`src/rtl/btn_debounce_fsm.sv`:
```
// btn_debounce_fsm: 2-flop synchronizer plus debounce FSM that turns a raw push-button into a clean level and press/release strobes.
// Long-press detection (LONG_HELD state, hold counter, long_pulse) is built only when BTN_LONG_PRESS_EN is defined.
module btn_debounce_fsm #(
    parameter int unsigned DB_CYCLES   = 540000,
    parameter int unsigned LONG_CYCLES = 27000000,
    parameter int unsigned ACTIVE_LOW  = 1
) (
    input  logic clk,
    input  logic rst,
    input  logic btn_raw,
    output logic btn_level,
    output logic press_pulse,
    output logic release_pulse,
    output logic long_pulse
);

    localparam int unsigned DB_W   = (DB_CYCLES > 2) ? $clog2(DB_CYCLES) : 1;
    localparam logic [DB_W-1:0] DB_MAX = DB_W'(DB_CYCLES - 1);
    localparam logic REL_LVL = (ACTIVE_LOW != 0) ? 1'b1 : 1'b0;

    localparam logic [2:0] IDLE         = 3'd0;
    localparam logic [2:0] PRESS_WAIT   = 3'd1;
    localparam logic [2:0] PRESSED      = 3'd2;
    localparam logic [2:0] RELEASE_WAIT = 3'd3;
`ifdef BTN_LONG_PRESS_EN
    localparam logic [2:0] LONG_HELD    = 3'd4;

    localparam int unsigned LONG_W   = (LONG_CYCLES > 2) ? $clog2(LONG_CYCLES) : 1;
    localparam logic [LONG_W-1:0] LONG_MAX = LONG_W'(LONG_CYCLES - 1);
`endif

    logic            sync1;
    logic            sync2;
    logic            pressed_s;

    logic [2:0]      state;
    logic [2:0]      state_nx;
    logic [DB_W-1:0] db_cnt;
    logic [DB_W-1:0] db_cnt_nx;
    logic            btn_level_nx;
    logic            press_nx;
    logic            release_nx;
`ifdef BTN_LONG_PRESS_EN
    logic [LONG_W-1:0] hold_cnt;
    logic [LONG_W-1:0] hold_cnt_nx;
    logic              long_done;
    logic              long_done_nx;
    logic              long_nx;
`else
    logic              unused_long_cfg;
    assign unused_long_cfg = (LONG_CYCLES != 0);
`endif

    // Synchronizer rests at the released pin level so reset never looks like a press.
    always_ff @(posedge clk or posedge rst) begin
        if (rst) begin
            sync1 <= REL_LVL;
            sync2 <= REL_LVL;
        end else begin
            sync1 <= btn_raw;
            sync2 <= sync1;
        end
    end

    assign pressed_s = sync2 ^ REL_LVL;

    // State, counters and registered outputs.
    always_ff @(posedge clk or posedge rst) begin
        if (rst) begin
            state         <= IDLE;
            db_cnt        <= '0;
            btn_level     <= 1'b0;
            press_pulse   <= 1'b0;
            release_pulse <= 1'b0;
`ifdef BTN_LONG_PRESS_EN
            hold_cnt      <= '0;
            long_done     <= 1'b0;
            long_pulse    <= 1'b0;
`endif
        end else begin
            state         <= state_nx;
            db_cnt        <= db_cnt_nx;
            btn_level     <= btn_level_nx;
            press_pulse   <= press_nx;
            release_pulse <= release_nx;
`ifdef BTN_LONG_PRESS_EN
            hold_cnt      <= hold_cnt_nx;
            long_done     <= long_done_nx;
            long_pulse    <= long_nx;
`endif
        end
    end

`ifndef BTN_LONG_PRESS_EN
    assign long_pulse = 1'b0;
`endif

    // Next-state and next-output logic.
    always_comb begin
        state_nx     = state;
        db_cnt_nx    = db_cnt;
        btn_level_nx = btn_level;
        press_nx     = 1'b0;
        release_nx   = 1'b0;
`ifdef BTN_LONG_PRESS_EN
        hold_cnt_nx  = hold_cnt;
        long_done_nx = long_done;
        long_nx      = 1'b0;
`endif
        case (state)
            IDLE: begin
                if (pressed_s) begin
                    state_nx  = PRESS_WAIT;
                    db_cnt_nx = '0;
                end
            end
            PRESS_WAIT: begin
                if (!pressed_s) begin
                    state_nx = IDLE;
                end else if (db_cnt == DB_MAX) begin
                    state_nx     = PRESSED;
                    btn_level_nx = 1'b1;
                    press_nx     = 1'b1;
`ifdef BTN_LONG_PRESS_EN
                    hold_cnt_nx  = '0;
`endif
                end else begin
                    db_cnt_nx = db_cnt + DB_W'(1);
                end
            end
            PRESSED: begin
                if (!pressed_s) begin
                    state_nx  = RELEASE_WAIT;
                    db_cnt_nx = '0;
`ifdef BTN_LONG_PRESS_EN
                end else if (hold_cnt == LONG_MAX) begin
                    state_nx     = LONG_HELD;
                    long_nx      = 1'b1;
                    long_done_nx = 1'b1;
                end else begin
                    hold_cnt_nx = hold_cnt + LONG_W'(1);
`endif
                end
            end
`ifdef BTN_LONG_PRESS_EN
            LONG_HELD: begin
                if (!pressed_s) begin
                    state_nx  = RELEASE_WAIT;
                    db_cnt_nx = '0;
                end
            end
`endif
            RELEASE_WAIT: begin
                // A bounce back to pressed resumes the hold phase without re-announcing it.
                if (pressed_s) begin
`ifdef BTN_LONG_PRESS_EN
                    state_nx = long_done ? LONG_HELD : PRESSED;
`else
                    state_nx = PRESSED;
`endif
                end else if (db_cnt == DB_MAX) begin
                    state_nx     = IDLE;
                    btn_level_nx = 1'b0;
                    release_nx   = 1'b1;
`ifdef BTN_LONG_PRESS_EN
                    long_done_nx = 1'b0;
`endif
                end else begin
                    db_cnt_nx = db_cnt + DB_W'(1);
                end
            end
            default: begin
                state_nx = IDLE;
            end
        endcase
    end

endmodule
```
`config.mk`:
```
export PLATFORM = sky130hd
export DESIGN_NAME = btn_debounce_fsm
export DESIGN_NICKNAME = d
export VERILOG_FILES = /design/src/rtl/btn_debounce_fsm.sv
export SDC_FILE = /design/constraint.sdc
export NUM_CORES = 1
export LEC_CHECK = 0
export ABC_AREA = 0
export CAP_MARGIN = 5
export CORE_MARGIN = 1.5
export CORE_UTILIZATION = 36
export CTS_CLUSTER_DIAMETER = 120
export DETAILED_ROUTE_END_ITERATION = 12
export HOLD_SLACK_MARGIN = 0.03
export PLACE_DENSITY = 0.61
export RECOVER_POWER = 25
export SLEW_MARGIN = 25
export SYNTH_ARGS = -nofsm -noshare
export SYNTH_HDL_FRONTEND = slang
export SYNTH_SLANG_ARGS = --single-unit
export TNS_END_PERCENT = 10
```
`constraint.sdc`:
```
create_clock -name clk -period 2.7 [get_ports clk]
set_input_delay 0.54 -clock clk [delete_from_list [all_inputs] [get_ports clk]]
set_output_delay 0.54 -clock clk [all_outputs]
set_load 0.05 [all_outputs]
```
After elaboration in Yosys (flattened, before gate mapping) --
Cells that the tools add are included.
Storage, ports and cells: flip-flop bits (word level) 28, output and inout port bits 4
Cells by class: add/sub/neg operators 1, eq/ne operators 12, multiplexer cells 23, reduce and logical (&&, ||, !) cells 6
Operators by type and width (number):
- 20-bit 2-to-1 mux | 5
- 20-bit case mux with 4 select lines | 1
- 20-bit by 1-bit adder with 20-bit output (second input constant) | 1
- 20-bit == test (second input constant) | 1
- 3-bit 2-to-1 mux | 6
- 2-bit inequality test (second input constant) | 6
- 3-bit case mux with 4 select lines | 1
- 5-bit AND reduction | 2
- 1-bit 2-to-1 mux | 9
- 3-bit by 2-bit == test with 1-bit output (second input constant) | 2
- 3-bit inequality test (second input constant) | 2
- 4-bit AND reduction | 1
- 4-bit nonzero test | 1
- 3-bit by 1-bit == test with 1-bit output (second input constant) | 1
- 3-bit zero test | 1
- 1-bit case mux with 2 select lines | 1
- 2-bit nonzero test | 1

Longest topological paths before layout --
Gate-level depths: netlist (run 1).
depth in word-level cells 4, mapped depth 6

Worst setup path after synthesis (run 1) --
OpenSTA, ideal clock, no wires.
kind register to register, start reg db_cnt[0], end reg db_cnt[14], data arrival time 1533 ps, required time 2622 ps, setup slack 1089 ps, stages on the path, launching flop included 6, path through dfrtp_1 > ha_1 > nand4_2 > or2_2 > or3_1 > a21oi_1
Between the ends: longest elaborated chain between the ends 4, elaborated cells between the ends (all ways) 6, those cells by class add/sub: 1; eq/ne: 1; mux: 4
RTL lines:
- start, declared | line 38 | logic [DB_W-1:0] db_cnt;
- start signal, assigned | line 82 | db_cnt <= db_cnt_nx;
- 20-bit by 1-bit adder with 20-bit output / 20-bit == test (equally long branches)
- 20-bit 2-to-1 mux * | line 120, 161
- 20-bit 2-to-1 mux, on equally long branches | line 155, 118
- 20-bit case mux with 4 select lines * | line 110 | case (state)
Mark *: on every way between the ends. The rest lies on a longest branch, timed or not. The select of a mux whose other input is x is not followed. A chain may end at the register's enable or synchronous reset.

Final worst setup path (run 1) --
start reg btn_level, end out btn_level
RTL lines:
- start, declared | line 11 | output logic btn_level,
- start signal, assigned | line 83 | btn_level <= btn_level_nx;
No word-level cell between the ends.

==> results of run 1 <==
[metal layers]
layer  vias up  GRT usage
met2        13     0.2461
met1       522     0.1752
met5         -          0
met4         0    0.05585
met3         5    0.01563
li1        494          -
[metrics by stage]
stage                     total power (µW)  cells  utilization
after floorplan                      463.2    135            -
after global placement               473.4    187       0.4029
after detailed placement             475.5    187       0.4029
after CTS                            701.8    191       0.4152
after global routing                 730.7    191       0.4159
final                                693.1    191       0.4159
[power groups by stage]
stage | registers (µW) | logic, µW | clock network [µW]
global route | 429 | 44.9 | 257
CTS | 427 | 40.3 | 235
detailed placement | 435 | 40.5 | 0
finish | 427 | 39.2 | 227
global placement | 434 | 39.2 | 0
floorplan | 432 | 31.4 | 0
[layout by cell type (no fill, tap or decap), types with 4 or more instances in the layout]
cell     count
a21oi_1      9
nand3_1      6
xnor2_1      8
o21ai_0      7
inv_1        8
nand2_1      7
dfrtp_1     25
or3_1        4
nor2_1      15
[registers in the layout (all words and copies together), names as in the netlist, named ones only]
signal	flops
release_pulse	1
press_pulse	1
sync1	1
db_cnt	20
sync2	1
state	1
btn_level	1
[cell type report]
type                       count  area, µm²
fill                         355       2138
sequential                    27      678.2
multi-input combinational     98      651.9
tap                           48      60.06
timing repair buffer           6      57.56
clock buffer                   4      45.04
inverter                       8      30.03
[worst reg2reg max path, delay by kind of cell (launching register included)]
family,cells,cell delay [ns]
compound gates,1,0.15
flops,1,0.40
simple gates,3,0.94
fa+ha+maj,1,0.25
[synth_stat cells (all sizes together) (2+ instances only)]
cell	number
o21ai	9
nor4	4
a21oi	9
dfrtp	25
nor3	5
nand3	6
and4	2
nor2	16
xor2	4
xnor2	8
nand4	5
nand2	7
or2	3
and3	2
dfstp	2
buf	2
or3	4
inv	8
and4bb	2
[cells by family after synthesis]
logic type               after synthesis
flip-flops                            27
buffers and inverters                 10
adder cells (fa/ha/maj)                1
AO/OA/AOI/OAI                         24
multiplexers                           1
AND/OR/NAND/NOR                       59
other                                  1
XOR/XNOR                              12
[worst paths after layout]
path,startpoint,to,slack [ns]
min in group asynchronous,rst,release_pulse$_DFF_PP0_,0.70
max in group asynchronous,rst,db_cnt[7]$_DFFE_PP0P_,1.44
worst max-delay path,btn_level$_DFFE_PP0P_,btn_level,0.72
worst min-delay path,sync1$_DFF_PP1_,sync2$_DFF_PP1_,0.36
worst max register to register,db_cnt[0]$_DFFE_PP0P_,db_cnt[14]$_DFFE_PP0P_,0.88
worst min register to register,sync1$_DFF_PP1_,sync2$_DFF_PP1_,0.36
==> results by group, run 1 <==
Timing
  • Setup repair after global routing missed its margin: false
  • Worst setup skew after layout: 0.001576 ns
  • Sum of negative setup slack: 0 ns
  • Number of max-slew violations in the final report: 0
  • Maximum frequency from static timing analysis: 503.9 MHz
  • Slew at the pin closest to its max-slew limit: 0.6095 ns
  • Period minus WS final: 1.984 ns
  • Worst Slack Setup Final: 0.7156 ns
  • Slew headroom: 0.5932
  • Final hold violation count: 0
  • Minimum hold slack: 0.3612 ns
  • Final count of negative-setup-slack endpoints: 0
  • Share of the clock period used by the worst path after layout: 0.7350

Global routing
  • Vias in the first global route: 1003
  • Antenna violations before repair: 0
  • Wire length of the first global-routing pass: 4540 µm
  • Global route overflow: 0
  • Tot GR Track Use: 0.1399
  • Largest net degree at the start of global routing: 17

Floorplan
  • Std-Cell Core Area: 0.003661 mm²
  • Initial Utilization: 0.3742
  • Die Y: 64.69 µm
  • DIE WIDTH: 64.69 µm
  • Die footprint: 0.004185 mm²
  • Top-level I/O count: 7
  • Row cnt: 22

Cells and area
  • Area growth from synthesis to layout: 11.14%
  • Net count, final: 148
  • Diode insertion count for antenna repair: 0
  • Final cell area excluding filler cells: 0.001523 mm²
  • Fraction of final layout cells sized beyond drive strength 1: 0.1538

Worst setup path
  • Critical path peak fanout: 3
  • Slowest cell on the critical path: clkdlybuf4s50_1
  • Buffer and inverter count on the worst path: 1
  • List of cells traversed by the critical path: clkdlybuf4s50_1
  • Kind of end point of the critical path: primary output
  • Data arrival time of the critical path: 1.44 ns
  • Class of the most critical setup path: register to primary output
  • Critical path startpoint category: register
  • Worst path depth: 1
  • Worst Reg-to-Reg Cells: 5
  • Longest individual stage delay on the worst path: 0.80 ns
  • Kind of cell with the highest combined delay on the critical path: buffers and inverters
  • Data required time at the worst endpoint: 2.16 ns

Route
  • Number of DRC markers after the initial detailed-route iteration: 23
  • Detail-routed via count per cell: 5.414
  • Routed wire length on met3: 37 µm
  • Total Wirelength: 2586 µm
  • Number of design rule violations left after detail routing: 0
  • Post-route antenna net violation count: 0
  • Via count: 1034
  • Detail Route met2 WL: 1346 µm
  • Top routing layer in use: met4
  • Number of search-and-repair iterations in the first detailed-routing pass: 4
  • Routed length on met1: 1157 µm
  • Average wire length per cell after detail routing: 13.54 µm

Clocking
  • Hold bufs inserted after CTS: 0
  • Clock root buffer master: clkbuf_8
  • Max Buffers Root-to-Sink: 2
  • Total clock sinks: 27
  • H-tree depth reported by CTS: 1
  • Setup repair bufs after CTS: 0
  • Insertion delay of the later-clocked pin in the worst-skew pair: 0.27 ns
  • Cells resized by post-CTS repair: 0
  • Clock transition at the registers of the reported paths: 0.09 ns
  • Clock buffers created by TritonCTS: 3
  • TritonCTS clock tree: yes

Synth
  • Post-synthesis instance area: 0.001370 mm²
  • Warnings from Yosys: 0
  • Post-synthesis share of cell area spent on full adders, half adders and majority gates: 0.009132
  • Synthesized netlist cell count: 135
  • Area leader, netlist: dfrtp_1
  • Simple logic cell fraction of the synthesized area: 0.2648
  • Proportion of synthesized area in mux cells: 0.008219
  • Share of Yosys cell area claimed by the top area cell type: 0.4566
  • Dominant combinational cell family by area after synthesis: simple AND/OR/NAND/NOR gates
  • Mean Syn Cell Area: 10.15 µm²
  • Most used flip-flop cell after synthesis: dfrtp_1
  • Number of enable flip-flop cells after synthesis: 0
  • Register bit count reported by yosys: 27
  • Netlist cell types: 38
  • Top area cells in the synthesized netlist: dfrtp_1, xnor2_1, nor2_1
  • Sequential share of the synthesized area: 0.4950
  • Fraction of synthesized cell area in xor and xnor cells: 0.08219
  • Fraction of registers with async set/reset: 1.000
  • Synthesized netlist net count: 139
  • Compound-gate portion of the synthesized area: 0.1068

Power
  • Sw frac: 0.2310
  • Pwr/cell area: 455.2 mW/mm²
  • Clock network fraction of design power: 0.328
  • Worst VDD drop: 225.6 µV
  • Power share of the combinational group: 0.057
  • Cell-internal power: 533.0 µW
  • Static power due to leakage: 0.0006256 µW
  • Fraction of power consumed by sequential logic: 0.616
  • Switching power of the nets: 160.1 µW

Hold path
  • Path category of the worst min-delay check: register to register
  • Cell depth of the worst min-delay path: 0

Place
  • IO Port Bufs: 5
  • Final weighted congestion of routability-driven global placement: 0.7633
  • HPWL after detailed placement: 1966 µm
  • Place WS: 0.7920 ns
  • Area after detailed placement: 0.001475 mm²

Flow run
  • Max capacitance violation total: 0

Status
  • Result of the run: finished clean
No activity file was read; power rests on OpenSTA's default activity.
==> run 2: changes to the inputs <==
Settings changed: PLACE_DENSITY 0.61 to 0.63.
Clock period 2.7 ns to 1.75 ns, I/O delays scaled along.
==> run 2 against run 1 <==
Against the previous run: design area increased by 9.4%; clock power grew 54%; highest routed layer unchanged; critical path type is now register to register; largest cell class is now multi-input combinational cells; critical endpoint is now db_cnt[4]$_DFFE_PP0P_; routed wire length rose by 11%.
==> results by group, run 2 (synthesized netlist as in run 1, its figures left out) <==
Cells and area
  • Area growth from synthesis to layout: 21.64%
  • Flip-flop count of the largest register after layout: 20
  • Fraction of final layout cells sized beyond drive strength 1: 0.2722
  • Top register by number of flip-flops: db_cnt
  • Net count, final: 163
  • Leading cell type in the layout, fill and taps excluded: dfrtp_1
  • Leading cell types in the layout, fill and taps excluded: dfrtp_1, buf_4, nor2_1, a21oi_1
  • Count of placed standard cells in the final layout, fillers left out: 206
  • Diode insertion count for antenna repair: 0

Clocking
  • Clock transition at the registers of the reported paths: 0.09 ns
  • Max Buffers Root-to-Sink: 2
  • H-tree depth reported by CTS: 1
  • Hold bufs inserted after CTS: 0
  • Insertion delay of the later-clocked pin in the worst-skew pair: 0.27 ns
  • Clock buffers created by TritonCTS: 3
  • TritonCTS clock tree: yes
  • Clock root buffer master: clkbuf_8
  • Total clock sinks: 27

Route
  • Average wire length per cell after detail routing: 13.94 µm
  • Number of design rule violations left after detail routing: 0
  • Number of DRC markers after the initial detailed-route iteration: 13
  • Via count: 1092
  • Post-route antenna net violation count: 0
  • Number of search-and-repair iterations in the first detailed-routing pass: 4
  • Total Wirelength: 2871 µm
  • Detail-routed via count per cell: 5.301

Place
  • Number of placed instances, taps included: 199
  • IO Port Bufs: 5
  • HPWL after detailed placement: 1974 µm
  • Place WS: 0.04509 ns
  • Final weighted congestion of routability-driven global placement: 0.8435

Floorplan
  • Std-Cell Core Area: 0.003661 mm²
  • Top-level I/O count: 7
  • Initial Utilization: 0.3742
  • Die footprint: 0.004185 mm²
  • DIE WIDTH: 64.69 µm
  • Die Y: 64.69 µm
  • Row cnt: 22

Timing
  • Setup repair after global routing missed its margin: true
  • Slew headroom: 0.5620
  • Maximum frequency from static timing analysis: 584.9 MHz
  • Minimum hold slack: 0.3655 ns
  • Worst Slack Setup Final: 0.04024 ns
  • Number of max-slew violations in the final report: 0
  • Final hold violation count: 0
  • Share of the clock period used by the worst path after layout: 0.9770
  • Period minus WS final: 1.710 ns
  • Slew at the pin closest to its max-slew limit: 0.6570 ns
  • Final count of negative-setup-slack endpoints: 0
  • Worst setup skew after layout: 0.003876 ns

Worst setup path
  • Kind of end point of the critical path: register
  • Data required time at the worst endpoint: 1.91 ns
  • Class of the most critical setup path: register to register
  • Critical path startpoint category: register
  • Data arrival time of the critical path: 1.87 ns
  • Critical path peak fanout: 7

Global routing
  • Antenna violations before repair: 0
  • Vias in the first global route: 1095
  • Tot GR Track Use: 0.1507
  • Largest net degree at the start of global routing: 28
  • Global route overflow: 0
  • Wire length of the first global-routing pass: 4988 µm

Power
  • Pwr/cell area: 654.7 mW/mm²
  • Switching power of the nets: 256.1 µW
  • Power share of the combinational group: 0.077
  • Cell-internal power: 835.0 µW
  • Static power due to leakage: 0.0007365 µW
  • Fraction of power consumed by sequential logic: 0.602
  • Worst VDD drop: 351.4 µV
  • Clock network fraction of design power: 0.321
  • Sw frac: 0.2347

Status
  • Result of the run: finished clean

Hold path
  • Path category of the worst min-delay check: register to register

Flow run
  • Max capacitance violation total: 0
[run 2: per-layer routing]
layer	vias up	track usage	share of wire
li1	523	-	-
met1	547	0.1996	0.46
met2	16	0.2435	0.48
met3	6	0.02604	0.032
met4	0	0.06383	0.018
met5	-	0	0
[run 2: critical path, stage by stage (launching register included)]
cell	delay, ns
dfstp_2	0.56
xor2_2	0.38
buf_4	0.20
nor2_1	0.06
buf_4	0.16
a211oi_1	0.23
[run 2: power groups by stage]
stage	logic, µW	registers [µW]	clock network [µW]
3_5_place_dp	80.3	667	0
6_report	84.2	657	350
5_1_grt	96.5	659	386
3_3_place_gp	78.2	666	0
2_1_floorplan	48.5	666	0
4_1_cts	80.3	655	364
[run 2: repair_timing]
item	4_1_cts	5_1_grt
buffers inserted	0	3
resized for setup	0	9
endpoints found under the setup margin	0	10
[run 2: layout make-up]
| cell class | count | area (µm²) |
|---|---|---|
| fill | 345 | 1994 |
| tap | 48 | 60.06 |
| timing repair buffer | 21 | 163.9 |
| clock buffer | 4 | 45.04 |
| inverter | 8 | 30.03 |
| sequential | 27 | 678.2 |
| multi-input combinational | 98 | 689.4 |
[run 2: path summary, 6_finish.rpt]
check / startpoint / endpoint / slack [ns] / cells past startpoint
max in group asynchronous: rst / db_cnt[19]$_DFFE_PP0P_ / 0.64 / 3
hold reg to reg: sync1$_DFF_PP1_ / sync2$_DFF_PP1_ / 0.37 / 0
setup reg to reg: sync2$_DFF_PP1_ / db_cnt[4]$_DFFE_PP0P_ / 0.04 / 5
setup / recovery: sync2$_DFF_PP1_ / db_cnt[4]$_DFFE_PP0P_ / 0.04 / 5
min in group asynchronous: rst / db_cnt[12]$_DFFE_PP0P_ / 0.68 / 3
hold / removal: sync1$_DFF_PP1_ / sync2$_DFF_PP1_ / 0.37 / 0
[run 2: per-stage QoR]
step	setup TNS [ns]	util	total power, µW	area, µm²
after floorplan	0	-	714.7	1370
after global placement	0	0.4255	744.6	1558
after detailed placement	0	0.4255	747.6	1558
after CTS	0	0.4378	1100	1603
after global routing	-0.2746	0.4552	1142	1667
final	0	0.4552	1091	1667
